[config.mk]
export PLATFORM = sky130hd
export DESIGN_NAME = vector_separation_flat
export DESIGN_NICKNAME = d
export VERILOG_FILES = /design/src/rtl/vector_separation_if.sv /design/src/rtl/vector_separation.sv /design/src/flat_wrapper.sv
export SDC_FILE = /design/constraint.sdc
export NUM_CORES = 1
export LEC_CHECK = 0
export BUFFER_PORTS_ARGS = -buffer_cell sky130_fd_sc_hd__buf_2
export CAP_MARGIN = 20
export CORE_MARGIN = 2
export CORE_UTILIZATION = 50
export CTS_CLUSTER_SIZE = 20
export DETAILED_ROUTE_END_ITERATION = 8
export PLACE_DENSITY_LB_ADDON = 0.2
export SETUP_SLACK_MARGIN = 0.15
export SLEW_MARGIN = 5
export SYNTH_ARGS = -nofsm -noshare
export SYNTH_HDL_FRONTEND = slang
export SYNTH_SLANG_ARGS = --single-unit
[constraint.sdc]
create_clock -name clk -period 2.2 [get_ports clk]
set_clock_uncertainty 0.05 [all_clocks]
set_input_delay 0.55 -clock clk [delete_from_list [all_inputs] [get_ports clk]]
set_output_delay 0.55 -clock clk [all_outputs]
set_load 0.03 [all_outputs]
[src/rtl/vector_separation_if.sv]
// Handshake bundle for the vector separation block: packed words in, unpacked A/B fields out.
// The block uses the slave modport; the environment (upstream source + downstream sink) uses master.
interface vector_separation_if;
    logic        in_valid;
    logic        in_ready;
    logic [12:0] in_word;
    logic        out_valid;
    logic        out_ready;
    logic [3:0]  out_a;
    logic [1:0]  out_b;

    modport master (
        output in_valid, in_word, out_ready,
        input  in_ready, out_valid, out_a, out_b
    );

    modport slave (
        input  in_valid, in_word, out_ready,
        output in_ready, out_valid, out_a, out_b
    );
endinterface

[src/rtl/vector_separation.sv]
// Receive side of the packed 13-bit vector word: checks framing, tracks lock,
// unpacks good words into A/B fields and buffers them in a small output FIFO.
module vector_separation #(
    parameter int DEPTH  = 4,
    parameter int SYNC_N = 2,
    parameter int LOSS_N = 3,
    parameter int ERR_W  = 8
) (
    input  logic                 clk,
    input  logic                 rst_n,
    vector_separation_if.slave   link,
    output logic                 locked,
    output logic                 err_pulse,
    output logic [ERR_W-1:0]     err_cnt
);
    localparam int AW = $clog2(DEPTH);
    localparam int CW = AW + 1;
    localparam int GW = $clog2(SYNC_N + 1);
    localparam int BW = $clog2(LOSS_N + 1);
    localparam logic [GW-1:0] SYNC_LAST = GW'(SYNC_N - 1);
    localparam logic [BW-1:0] LOSS_LAST = BW'(LOSS_N - 1);

    typedef enum logic {HUNT, LOCK} state_t;

    state_t          state;
    logic [GW-1:0]   good_run;
    logic [BW-1:0]   bad_run;

    logic [3:0]      mem_a [DEPTH];
    logic [1:0]      mem_b [DEPTH];
    logic [AW-1:0]   wr_ptr;
    logic [AW-1:0]   rd_ptr;
    logic [CW-1:0]   count;
    logic            pend;
    logic [3:0]      pend_a;
    logic [1:0]      pend_b;

    logic            accept;
    logic            pop;
    logic            good;
    logic [3:0]      word_a;
    logic [1:0]      word_b;
    logic            pend_next;
    logic [CW-1:0]   count_next;
    logic [CW:0]     occ_next;

    assign accept = link.in_valid && link.in_ready;
    assign pop    = link.out_valid && link.out_ready;
    assign good   = (link.in_word[12:9] == 4'b0001) && (link.in_word[4:3] == 2'b00)
                    && !link.in_word[0];
    assign word_a = {link.in_word[2], link.in_word[6], link.in_word[8], link.in_word[7]};
    assign word_b = {link.in_word[1], link.in_word[5]};

    // A good word in LOCK is staged for one cycle before it lands in the FIFO, so the
    // staged entry must be counted against capacity when deciding in_ready.
    assign pend_next  = accept && good && (state == LOCK);
    assign count_next = count + CW'(pend) - CW'(pop);
    assign occ_next   = {1'b0, count_next} + (CW + 1)'(pend_next);

    assign link.out_valid = (count != '0);
    assign link.out_a     = mem_a[rd_ptr];
    assign link.out_b     = mem_b[rd_ptr];

    // Framing state machine: HUNT discards everything until SYNC_N good words in a row,
    // LOCK forwards good words and falls back after LOSS_N bad words in a row.
    always_ff @(posedge clk or negedge rst_n) begin
        if (!rst_n) begin
            state     <= HUNT;
            good_run  <= '0;
            bad_run   <= '0;
            locked    <= 1'b0;
            err_pulse <= 1'b0;
            err_cnt   <= '0;
        end else begin
            err_pulse <= 1'b0;
            if (accept) begin
                case (state)
                    HUNT: begin
                        if (!good) begin
                            good_run <= '0;
                        end else if (good_run == SYNC_LAST) begin
                            state    <= LOCK;
                            locked   <= 1'b1;
                            good_run <= '0;
                            bad_run  <= '0;
                        end else begin
                            good_run <= good_run + GW'(1);
                        end
                    end
                    LOCK: begin
                        if (good) begin
                            bad_run <= '0;
                        end else begin
                            err_pulse <= 1'b1;
                            if (err_cnt != '1) begin
                                err_cnt <= err_cnt + ERR_W'(1);
                            end
                            if (bad_run == LOSS_LAST) begin
                                state    <= HUNT;
                                locked   <= 1'b0;
                                good_run <= '0;
                                bad_run  <= '0;
                            end else begin
                                bad_run <= bad_run + BW'(1);
                            end
                        end
                    end
                    default: state <= HUNT;
                endcase
            end
        end
    end

    // Output FIFO with a one-entry staging register in front of it.
    always_ff @(posedge clk or negedge rst_n) begin
        if (!rst_n) begin
            for (int i = 0; i < DEPTH; i++) begin
                mem_a[i] <= '0;
                mem_b[i] <= '0;
            end
            wr_ptr        <= '0;
            rd_ptr        <= '0;
            count         <= '0;
            pend          <= 1'b0;
            pend_a        <= '0;
            pend_b        <= '0;
            link.in_ready <= 1'b1;
        end else begin
            pend   <= pend_next;
            pend_a <= word_a;
            pend_b <= word_b;
            if (pend) begin
                mem_a[wr_ptr] <= pend_a;
                mem_b[wr_ptr] <= pend_b;
                wr_ptr        <= wr_ptr + AW'(1);
            end
            if (pop) begin
                rd_ptr <= rd_ptr + AW'(1);
            end
            count         <= count_next;
            link.in_ready <= (occ_next < (CW + 1)'(DEPTH));
        end
    end
endmodule

[src/flat_wrapper.sv]
// flat-port wrapper written by rule: the top's interface ports become plain ports
module vector_separation_flat 
#(
    parameter int DEPTH  = 4,
    parameter int SYNC_N = 2,
    parameter int LOSS_N = 3,
    parameter int ERR_W  = 8
)
  (clk, rst_n, locked, err_pulse, err_cnt, link_in_valid, link_in_word, link_out_ready, link_in_ready, link_out_valid, link_out_a, link_out_b);
  vector_separation_if link_i ();
  input  logic clk;
  input  logic rst_n;
  output logic locked;
  output logic err_pulse;
  output logic [ERR_W-1:0] err_cnt;
  input wire logic [$bits(link_i.in_valid)-1:0] link_in_valid;
  input wire logic [$bits(link_i.in_word)-1:0] link_in_word;
  input wire logic [$bits(link_i.out_ready)-1:0] link_out_ready;
  output wire logic [$bits(link_i.in_ready)-1:0] link_in_ready;
  output wire logic [$bits(link_i.out_valid)-1:0] link_out_valid;
  output wire logic [$bits(link_i.out_a)-1:0] link_out_a;
  output wire logic [$bits(link_i.out_b)-1:0] link_out_b;
  assign link_i.in_valid = link_in_valid;
  assign link_i.in_word = link_in_word;
  assign link_i.out_ready = link_out_ready;
  assign link_in_ready = link_i.in_ready;
  assign link_out_valid = link_i.out_valid;
  assign link_out_a = link_i.out_a;
  assign link_out_b = link_i.out_b;
  vector_separation #(.DEPTH(DEPTH), .SYNC_N(SYNC_N), .LOSS_N(LOSS_N), .ERR_W(ERR_W)) u_core (.clk(clk), .rst_n(rst_n), .link(link_i), .locked(locked), .err_pulse(err_pulse), .err_cnt(err_cnt));
endmodule
==> results.tsv, run 1 <==
stage	metric	value	unit
synthesis	synthTopCellsByArea	dfrtp_1 56%, mux2_2 12%, mux4_2 5.7%	
sta	finalSetupViolCount	2	
power_and_ir_drop	leakagePower	1.42	nW
floorplan	coreArea	0.00444	sq mm
critical_path	r2r_start	u_core.count[0]	
sta	worst_pin_slew	0.659	ns
cts	clk_latency	0.30	ns
critical_path	cp.arrival	2.51	ns
power_and_ir_drop	power_density	855	mW/mm^2
critical_path	slowest_delay	0.39	ns
synthesis	synthCells	169	
sta	fmax	428	MHz
cts	clock-sinks	54	
detailed_routing	vias	1468	
floorplan	fp.dieW	72.6	microns
critical_path	cp_slowest_cell	dfrtp_1	
place	portBuffers	34	
layout	area_growth	19.8	%
sta	timing.final.crit_period	2.33	ns
synthesis	synth_edf_count	0	
cts	ctsLongestPathBuffers	2	
synthesis	netlist.area_leader.share	56.3	%
hold_path	holdPathEnd	u_core.pend_a[2]	
cts	cts_inserted_buffers	5	
sta	slew_viol_final	0	
layout	nets	236	
floorplan	start_util	53.0	%
detailed_routing	drt_iter0_drc	50	
synthesis	synthFlopType	dfrtp_1	
critical_path	r2r_cells	10	
critical_path	crit_family	adder cells	
hold_path	holdPathStages	1	
layout	fin_cells	264	
synthesis	ys_types	37	
synthesis	syn_nets	194	
hold_path	min_from	link_in_word[6]	
synthesis	synth.cell_area	0.00235	sq mm
synthesis	ys_seq_elements	54	
run_status	violations	setup timing	
grt	overflow	0	
sta	fin_crit_sh	106	%
sta	rsz0062_at_grt	true	
sta	layout_setup_ws	-0.134	ns
critical_path	worstSetupPathType	flop to flop	
floorplan	dieHeight	72.6	microns
power_and_ir_drop	total_power	2.41	mW
run_status	outcome	finished, violations left	
layout	drive_gt1_share	47.2	%
cts	root_buffer	clkbuf_8	
critical_path	crit_required	2.38	ns
place	place.detailed.hpwl	2.84	mm
detailed_routing	wire_per_inst	15.6	microns
detailed_routing	viasPerCell	5.56	
place	gp_congestion	0.705	
place	placed_cells	255	
synthesis	syn_avg_cell_area	13.9	sq um
synthesis	async_flop_share	100	%
critical_path	critPathLaunchType	flop	
layout	n_antenna_cell	0	
detailed_routing	drtAntennaViolNets	0	
grt	grt_max_degree	55	
hold_path	hold_path.class	input pin to flop	
synthesis	yosys.area.top_type	dfrtp_1	
synthesis	yosysWarnings	0	
grt	grt_pass1_wl	7.00	mm
critical_path	cp_max_fo	2	
cts	cts_tree	built	
cts	path_clk_slew	0.10	ns
job	drv_cap	0	
grt	track_usage	17.7	%
floorplan	ios	35	
floorplan	rows	24	
detailed_routing	drt_wl_total	4.11	mm
detailed_routing	post-route-drc-count	0	
power_and_ir_drop	peakVddDrop	0.455	mV
critical_path	endpoint_kind	flop	
cts	cts.htree.levels	2	
critical_path	worstPathCellList	or3_4 > and2_4 > ha_4 > inv_4 > ha_4 > inv_2 > fa_2 > xnor2_2 > xnor2_2 > a41oi_2	
grt	first_global_vias	1527	
sta	maxSlewHeadroom	56.1	%
critical_path	path_buf_inv	2	
critical_path	r2r_end	u_core.link.in_ready	
cts	ctsHoldBuffers	0	
grt	antenna_found_initial	0	
floorplan	die_area	0.00527	sq mm
sta	hold_viol	0	
detailed_routing	dr.pass1.iters	4	
critical_path	r2r_slack	-0.13	ns
synthesis	synth_seq_area_share	57.4	%
-- layout by cell type, fill, tap and decap left out, types with 2 or more instances in the layout --
master    count
buf_6         6
mux4_2        6
nor2_1        6
dfrtp_1      52
nand3_1       6
xnor2_2       2
buf_4         5
inv_2         2
inv_1         6
clkbuf_8      5
mux2_2       26
o21ai_0       5
xor2_1        8
nand2b_1      2
nor3_1        4
buf_2        28
ha_1          5
nand2_1       9
ha_4          2
-- cell usage after synthesis, types with 2 or more instances --
library cell,n
dfrtp_1,53
mux2_2,26
inv_1,9
nand2_1,9
xor2_1,8
ha_1,7
mux4_2,6
nand3_1,6
nor2_1,6
o21ai_0,5
nor3_1,4
xnor2_1,3
clkbuf_1,2
nand2b_1,2
-- routing by layer --
metal  vias to the layer above  GRT usage, %  part of all wire [%]
met3                         9          4.01                   4.3
met4                         0          7.20                   1.8
li1                        677             -                     -
met1                       741          23.0                    42
met2                        41          29.0                    52
met5                         -             0                     0
-- cells by family (layout without fill, tap and decap cells) --
| logic type | Yosys count | count (layout) | synth area share (%) |
|---|---|---|---|
| XOR/XNOR | 11 | 11 | 4.09 |
| buffers and inverters | 13 | 56 | 2.13 |
| adder cells (fa/ha/maj) | 8 | 8 | 4.57 |
| multiplexers | 32 | 32 | 18.2 |
| flip-flops | 54 | 54 | 57.4 |
| AO/OA/AOI/OAI | 13 | 13 | 3.99 |
| AND/OR/NAND/NOR | 38 | 38 | 9.62 |
-- registers in the layout, indices dropped and copies added (netlist names) --
signal                cells
u_core.mem_a             16
u_core.err_cnt            8
u_core.mem_b              8
u_core.pend_a             4
u_core.count              3
u_core.bad_run            2
u_core.good_run           2
u_core.pend_b             2
u_core.rd_ptr             2
u_core.wr_ptr             2
u_core.err_pulse          1
u_core.link.in_ready      1
u_core.locked             1
u_core.pend               1
u_core.state              1
-- final cells by class --
cell class / count / area [sq um]
sequential: 54 / 1350
clock inverter: 2 / 37.5
inverter: 9 / 36.3
tap: 52 / 65.1
multi-input combinational: 102 / 1010
timing repair buffer: 39 / 245
fill: 354 / 1620
clock buffer: 6 / 72.6
-- timing repair --
item | in CTS | in global routing
gates resized for setup | 14 | 3
setup endpoints to repair | 9 | 9
buffers inserted | 0 | 1
pin swaps | 3 | 1
cloned | 0 | 0
-- how the worst max path moves through the flow --
| stage | from | end | cells after the start |
|---|---|---|---|
| 4_1_cts | u_core.count[0] | u_core.link.in_ready | 10 |
| 5_1_grt | u_core.count[0] | u_core.link.in_ready | 10 |
| 3_3_place_gp | u_core.count[0] | u_core.link.in_ready | 10 |
| 6_report | u_core.count[0] | u_core.link.in_ready | 10 |
| 3_5_place_dp | u_core.count[0] | u_core.link.in_ready | 10 |
| 2_1_floorplan | u_core.count[1] | u_core.link.in_ready | 10 |
-- worst reg2reg max path, stage by stage (launching register included) --
cell and delay (ns):
dfrtp_1 0.39, or3_4 0.39, and2_4 0.15, ha_4 0.22
inv_4 0.05, ha_4 0.11, inv_2 0.03, fa_2 0.37
xnor2_2 0.16, xnor2_2 0.16, a41oi_2 0.17
-- where the power goes --
group	switching, mW	internal (mW)
logic	0.269	0.298
clock network	0.309	0.340
registers	0.116	1.08
-- stage by stage --
| step | setup TNS (ns) | cell area [sq um] | setup WS (ns) | utilization (%) | hold WS [ns] |
|---|---|---|---|---|---|
| after floorplan | -0.160 | 2400 | -0.132 | - | 0.204 |
| after global placement | -0.0144 | 2650 | -0.0144 | 59.5 | 0.428 |
| after detailed placement | -0.138 | 2650 | -0.120 | 59.5 | 0.438 |
| after CTS | -0.0948 | 2800 | -0.0948 | 62.9 | 0.292 |
| after global routing | -0.408 | 2820 | -0.209 | 63.5 | 0.280 |
| final | -0.148 | 2820 | -0.134 | 63.5 | 0.300 |
Note: power is estimated with default switching activity, not from simulation.
==> run 2: changes to the inputs <==
--- a/config.mk
+++ b/config.mk
@@ -12,8 +12,9 @@
 export CTS_CLUSTER_SIZE = 20
 export DETAILED_ROUTE_END_ITERATION = 8
 export PLACE_DENSITY_LB_ADDON = 0.2
-export SETUP_SLACK_MARGIN = 0.15
-export SLEW_MARGIN = 5
+export SETUP_SLACK_MARGIN = 0.3
+export SLEW_MARGIN = 40
 export SYNTH_ARGS = -nofsm -noshare
 export SYNTH_HDL_FRONTEND = slang
 export SYNTH_SLANG_ARGS = --single-unit
+export TNS_END_PERCENT = 5
==> run 2 against run 1 <==
Sequential cell count stayed put. Register-to-register slack hardly changed. Cell count stayed put. The flow still finishes with violations (setup timing). Total power hardly changed.
==> results.tsv, run 2 (synthesis results as in run 1) <==
stage	metric	value	unit	change
place	portBuffers	34		unchanged
cts	root_buffer	clkbuf_8		
detailed_routing	dr.pass1.iters	4		unchanged
place	gp_congestion	0.705		unchanged
floorplan	die_area	0.00527	sq mm	unchanged
floorplan	coreArea	0.00444	sq mm	unchanged
cts	clock-sinks	54		unchanged
cts	path_clk_slew	0.10	ns	about the same
critical_path	worstPathCellList	or3_4 > and2_4 > ha_4 > inv_4 > ha_4 > inv_2 > fa_2 > xnor2_2 > xnor2_2 > a41oi_2		
floorplan	ios	35		unchanged
floorplan	dieHeight	72.6	microns	unchanged
sta	layout_setup_ws	-0.134	ns	+0.00000100 ns
detailed_routing	vias	1468		unchanged
critical_path	critPathLaunchType	flop		
place	place.detailed.hpwl	2.84	mm	unchanged
layout	reg.largest.list	u_core.mem_a (16), u_core.err_cnt (8), u_core.mem_b (8)		
sta	fin_hold_ws	0.300	ns	unchanged
detailed_routing	drt_iter0_drc	50		unchanged
floorplan	fp.dieW	72.6	microns	unchanged
sta	fin_crit_sh	106	%	about the same
detailed_routing	wire_per_inst	15.6	microns	unchanged
sta	hold_viol	0		unchanged
layout	fillers	354		unchanged
run_status	outcome	finished, violations left		
critical_path	cp.depth	10		unchanged
layout	drive_gt1_share	47.6	%	+0.47 points
run_status	violations	setup timing		
grt	antenna_found_initial	0		unchanged
layout	layout_commonest_cell	dfrtp_1		
critical_path	cp.arrival	2.51	ns	about the same
power_and_ir_drop	peakVddDrop	0.455	mV	about the same
hold_path	hold_path.class	input pin to flop		
critical_path	slowest_delay	0.39	ns	about the same
critical_path	crit_family	adder cells		
sta	finalSetupViolCount	2		unchanged
cts	ctsLongestPathBuffers	2		unchanged
grt	track_usage	17.7	%	unchanged
detailed_routing	drtAntennaViolNets	0		unchanged
power_and_ir_drop	total_power	2.41	mW	about the same
layout	final_cell_mix	51 x dfrtp_1, 28 x buf_2, 26 x mux2_2, 9 x nand2_1, 8 x xor2_1		
sta	fmax	428	MHz	unchanged
hold_path	holdPathStages	1		unchanged
power_and_ir_drop	leakagePower	1.42	nW	-0.12%
sta	maxSlewHeadroom	56.1	%	about the same
grt	overflow	0		unchanged
grt	first_global_vias	1527		unchanged
sta	timing.final.crit_period	2.33	ns	-0.00000100 ns
cts	cts_inserted_buffers	5		unchanged
cts	clk_latency	0.30	ns	about the same
power_and_ir_drop	power_density	855	mW/mm^2	about the same
sta	slew_viol_final	0		unchanged
layout	largest_reg_flops	16		unchanged
critical_path	path_buf_inv	2		unchanged
floorplan	rows	24		unchanged
floorplan	start_util	53.0	%	unchanged
critical_path	cp_max_fo	2		unchanged
detailed_routing	post-route-drc-count	0		unchanged
cts	cts.htree.levels	2		unchanged
detailed_routing	drt_wl_total	4.11	mm	unchanged
critical_path	r2r_slack	-0.13	ns	about the same
layout	area_growth	19.8	%	about the same
grt	grt_max_degree	55		unchanged
sta	worst_pin_slew	0.659	ns	-0.0000490 ns
sta	tns	-0.148	ns	unchanged
critical_path	worstSetupPathType	flop to flop		
critical_path	r2r_cells	10		unchanged
layout	nets	236		unchanged
sta	rsz0062_at_grt	true		
layout	regMostFlops	u_core.mem_a		
job	drv_cap	0		unchanged
grt	grt_pass1_wl	7.00	mm	unchanged
cts	cts_tree	built		
critical_path	endpoint_kind	flop		
critical_path	crit_required	2.38	ns	about the same
detailed_routing	viasPerCell	5.56		unchanged
critical_path	cp_slowest_cell	dfrtp_1		
layout	n_antenna_cell	0		unchanged
[run 2: cell counts in the layout (fill, tap and decap cells not counted)]
Identical to the previous run, type by type.
[run 2: power by group]
| group | internal (mW) | leakage (nW) | switching (mW) |
|---|---|---|---|
| clock | 0.340 | 0.0514 | 0.309 |
| combinational | 0.298 | 0.647 | 0.269 |
| sequential | 1.08 | 0.717 | 0.116 |
[run 2: path summary, 6_finish.rpt]
check	start	end
setup / recovery	u_core.count[0]	u_core.link.in_ready
hold / removal	link_in_word[6]	u_core.pend_a[2]
setup reg to reg	u_core.count[0]	u_core.link.in_ready
hold reg to reg	u_core.mem_a[13]	u_core.mem_a[13]
max in group asynchronous	rst_n	u_core.state
min in group asynchronous	rst_n	u_core.mem_a[13]
[run 2: per-stage QoR]
| stage | setup slack [ns] | util, % | area (sq um) | instances |
|---|---|---|---|---|
| 2_1_floorplan | -0.132 | - | 2400 | 169 |
| 3_3_place_gp | -0.0144 | 59.5 | 2650 | 255 |
| 3_5_place_dp | -0.120 | 59.5 | 2650 | 255 |
| 4_1_cts | -0.0948 | 62.9 | 2800 | 263 |
| 5_1_grt | -0.209 | 63.5 | 2820 | 264 |
| 6_report | -0.134 | 63.5 | 2820 | 264 |
[run 2: metal layers]
layer / share of wire (%) / vias to the layer above / track usage (%) / wire, microns
met1: 42 / 741 / 23.0 / 1730
met4: 1.8 / 0 / 7.20 / 75
li1: - / 677 / - / -
met3: 4.3 / 9 / 4.01 / 175
met5: 0 / - / 0 / 0
met2: 52 / 41 / 29.0 / 2130
[run 2: final cells by class]
class	instances	area [sq um]	area share (%)
Timing Repair Buffer	39	245	8.69
Tap cell	52	65.1	2.31
Clock inverter	2	37.5	1.33
Inverter	9	36.3	1.29
Clock buffer	6	72.6	2.57
Sequential cell	54	1360	48.0
Multi-Input combinational cell	102	1010	35.8
[run 2: what timing repair did]
item,in CTS,in global routing
hold buffers,0,0
setup endpoints to repair,9,10
gates resized for setup,14,4
pin swaps,3,1
setup buffers,0,1
==> run 3: changes to the inputs <==
--- a/config.mk
+++ b/config.mk
@@ -12,6 +12,7 @@
 export CTS_CLUSTER_SIZE = 20
 export DETAILED_ROUTE_END_ITERATION = 8
 export PLACE_DENSITY_LB_ADDON = 0.2
+export REMOVE_ABC_BUFFERS = 1
 export SETUP_SLACK_MARGIN = 0.3
 export SLEW_MARGIN = 40
 export SYNTH_ARGS = -nofsm -noshare
==> run 3 against run 2 <==
The flow still finishes with violations (setup timing). Clock power decreased by 13%. Sequential cell count unchanged. Critical path depth unchanged. Via count decreased by 0.54%. Combinational power increased by 3.9%. Hold slack got worse by 0.13 ns. Total power decreased by 2.5%. Wire length increased by 1.7%. Worst setup slack improved by 0.023 ns. Sequential power about the same.
==> results.tsv, run 3 (synthesis results as in run 1) <==
stage	metric	value	unit	change
layout	n_antenna_cell	0		unchanged
critical_path	worstSetupPathType	flop to flop		
sta	rsz0062_at_grt	true		
layout	regMostFlops	u_core.mem_a		
power_and_ir_drop	switching_share	29.6	%	+0.83 points
sta	finalSetupViolCount	1		-1
power_and_ir_drop	leakagePower	1.43	nW	+0.81%
critical_path	cp_max_fo	2		unchanged
sta	layout_setup_ws	-0.111	ns	+0.0231 ns
critical_path	endpoint_kind	flop		
layout	drive_gt1_share	48.1	%	+0.49 points
cts	ctsHoldBuffers	0		unchanged
run_status	violations	setup timing		
floorplan	rows	24		unchanged
sta	fin_hold_ws	0.172	ns	-0.128 ns
power_and_ir_drop	peakVddDrop	0.450	mV	-1.2%
run_status	outcome	finished, violations left		
layout	reg.largest.list	u_core.mem_a (16), u_core.err_cnt (8), u_core.mem_b (8)		
critical_path	critPathLaunchType	flop		
detailed_routing	drt_iter0_drc	56		+12%
layout	final_cell_mix	52 x dfrtp_1, 28 x buf_2, 26 x mux2_2, 9 x nand2_1, 8 x xor2_1		
detailed_routing	dr.pass1.iters	4		unchanged
cts	clock-sinks	54		unchanged
layout	fin_cells	266		+0.76%
detailed_routing	drt_wl_total	4.18	mm	+1.7%
job	drv_cap	0		unchanged
detailed_routing	vias	1460		-0.54%
power_and_ir_drop	p_clk_share	23.9	%	-3.0 points
cts	path_clk_slew	0.09	ns	about the same
detailed_routing	viasPerCell	5.49		-1.3%
place	place.detailed.hpwl	2.89	mm	+2.0%
place	portBuffers	34		unchanged
power_and_ir_drop	total_power	2.35	mW	-2.5%
layout	design_area	0.00283	sq mm	+0.40%
detailed_routing	post-route-drc-count	0		unchanged
place	dpl_cell_area	0.00262	sq mm	-1.1%
cts	clk_latency	0.30	ns	about the same
detailed_routing	drtAntennaViolNets	0		unchanged
cts	root_buffer	clkbuf_8		
power_and_ir_drop	power_density	830	mW/mm^2	-2.9%
sta	slew_viol_final	0		unchanged
cts	ctsLongestPathBuffers	2		unchanged
cts	cts_tree	built		
layout	layout_commonest_cell	dfrtp_1		
grt	track_usage	17.4	%	-0.37 points
detailed_routing	wire_per_inst	15.7	microns	+0.96%
floorplan	ios	35		unchanged
power_and_ir_drop	p_seq_share	51.0	%	+1.5 points
grt	grt_max_degree	34		-38%
grt	antenna_found_initial	0		unchanged
sta	worst_pin_slew	0.524	ns	-0.135 ns
sta	fin_crit_sh	105	%	-1.1 points
cts	cts_inserted_buffers	5		unchanged
power_and_ir_drop	comb_power_share	25.1	%	+1.6 points
layout	nets	238		+0.85%
cts	cts.htree.levels	2		unchanged
critical_path	cp.arrival	2.48	ns	-0.03 ns
floorplan	die_area	0.00527	sq mm	unchanged
layout	largest_reg_flops	16		unchanged
sta	timing.final.crit_period	2.31	ns	-0.0231 ns
power_and_ir_drop	switching_power	696	uW	+0.30%
layout	area_growth	20.3	%	
sta	maxSlewHeadroom	65.1	%	+9.0 points
grt	grt_pass1_wl	6.94	mm	-0.89%
place	gp_congestion	0.763		+8.3%
sta	hold_viol	0		unchanged
sta	fmax	433	MHz	+1.0%
power_and_ir_drop	internal_power	1.65	mW	-3.7%
grt	overflow	0		unchanged
place	placed_cells	255		unchanged
floorplan	fp.dieW	72.6	microns	unchanged
floorplan	start_util	53.0	%	unchanged
hold_path	hold_path.class	input pin to async pin		
floorplan	dieHeight	72.6	microns	unchanged
critical_path	crit_required	2.37	ns	about the same
floorplan	coreArea	0.00444	sq mm	unchanged
grt	first_global_vias	1526		-0.065%
-- run 3: path summary, 6_finish.rpt --
path | start | to | slack [ns] | cells after the start
max | u_core.count[2] | u_core.link.in_ready | -0.11 | 10
min | rst_n | u_core.mem_a[6] | 0.17 | 1
max reg2reg | u_core.count[2] | u_core.link.in_ready | -0.11 | 10
min reg2reg | u_core.mem_a[6] | u_core.mem_a[6] | 0.46 | 1
max in group asynchronous | rst_n | u_core.mem_a[5] | 1.38 | 2
min in group clk | link_in_word[2] | u_core.pend_a[3] | 0.30 | 1
-- run 3: through the flow --
stage	utilization (%)	setup TNS [ns]	setup slack (ns)
floorplan	-	-0.826	-0.393
global placement	58.9	-0.147	-0.128
detailed placement	58.9	-0.487	-0.307
CTS	63.2	-0.230	-0.161
global route	63.7	-0.336	-0.177
finish	63.7	-0.111	-0.111
-- run 3: critical path, stage by stage, from the launching register on --
cell and delay, ns:
dfrtp_1 0.40, or3_4 0.39, and2_4 0.16, ha_4 0.21, inv_4 0.05, ha_4 0.12, inv_2 0.03, fa_2 0.34
xnor2_2 0.15, xnor2_2 0.15, a41oi_2 0.17
-- run 3: metal layers --
metal / track usage [%] / routed length, microns / up-vias
met5: 0 / 0 / -
met4: 4.32 / 50 / 0
met3: 4.70 / 147 / 6
met2: 29.5 / 2170 / 38
met1: 22.2 / 1810 / 736
li1: - / - / 680
-- run 3: final cells by class --
| cell class | count | area (sq um) |
|---|---|---|
| Inverter | 9 | 36.3 |
| Clock buffer | 6 | 82.6 |
| Clock inverter | 2 | 12.5 |
| Multi-Input combinational cell | 102 | 1010 |
| Timing Repair Buffer | 41 | 273 |
| Tap cell | 52 | 65.1 |
| Sequential cell | 54 | 1350 |
| Fill cell | 346 | 1610 |
-- run 3: what timing repair did --
item                                    CTS  global route
pin swaps                                 6             3
endpoints found under the setup margin    9             9
buffers inserted                          2             1
gates resized for setup                  23             3
-- run 3: power by group through the flow --
stage               registers (mW)  logic (mW)  clock network, mW
finish                        1.20       0.589              0.562
global route                  1.22       0.644              0.624
CTS                           1.20       0.505              0.580
detailed placement            1.22       0.403                  0
global placement              1.21       0.378                  0
floorplan                     1.21       0.234                  0
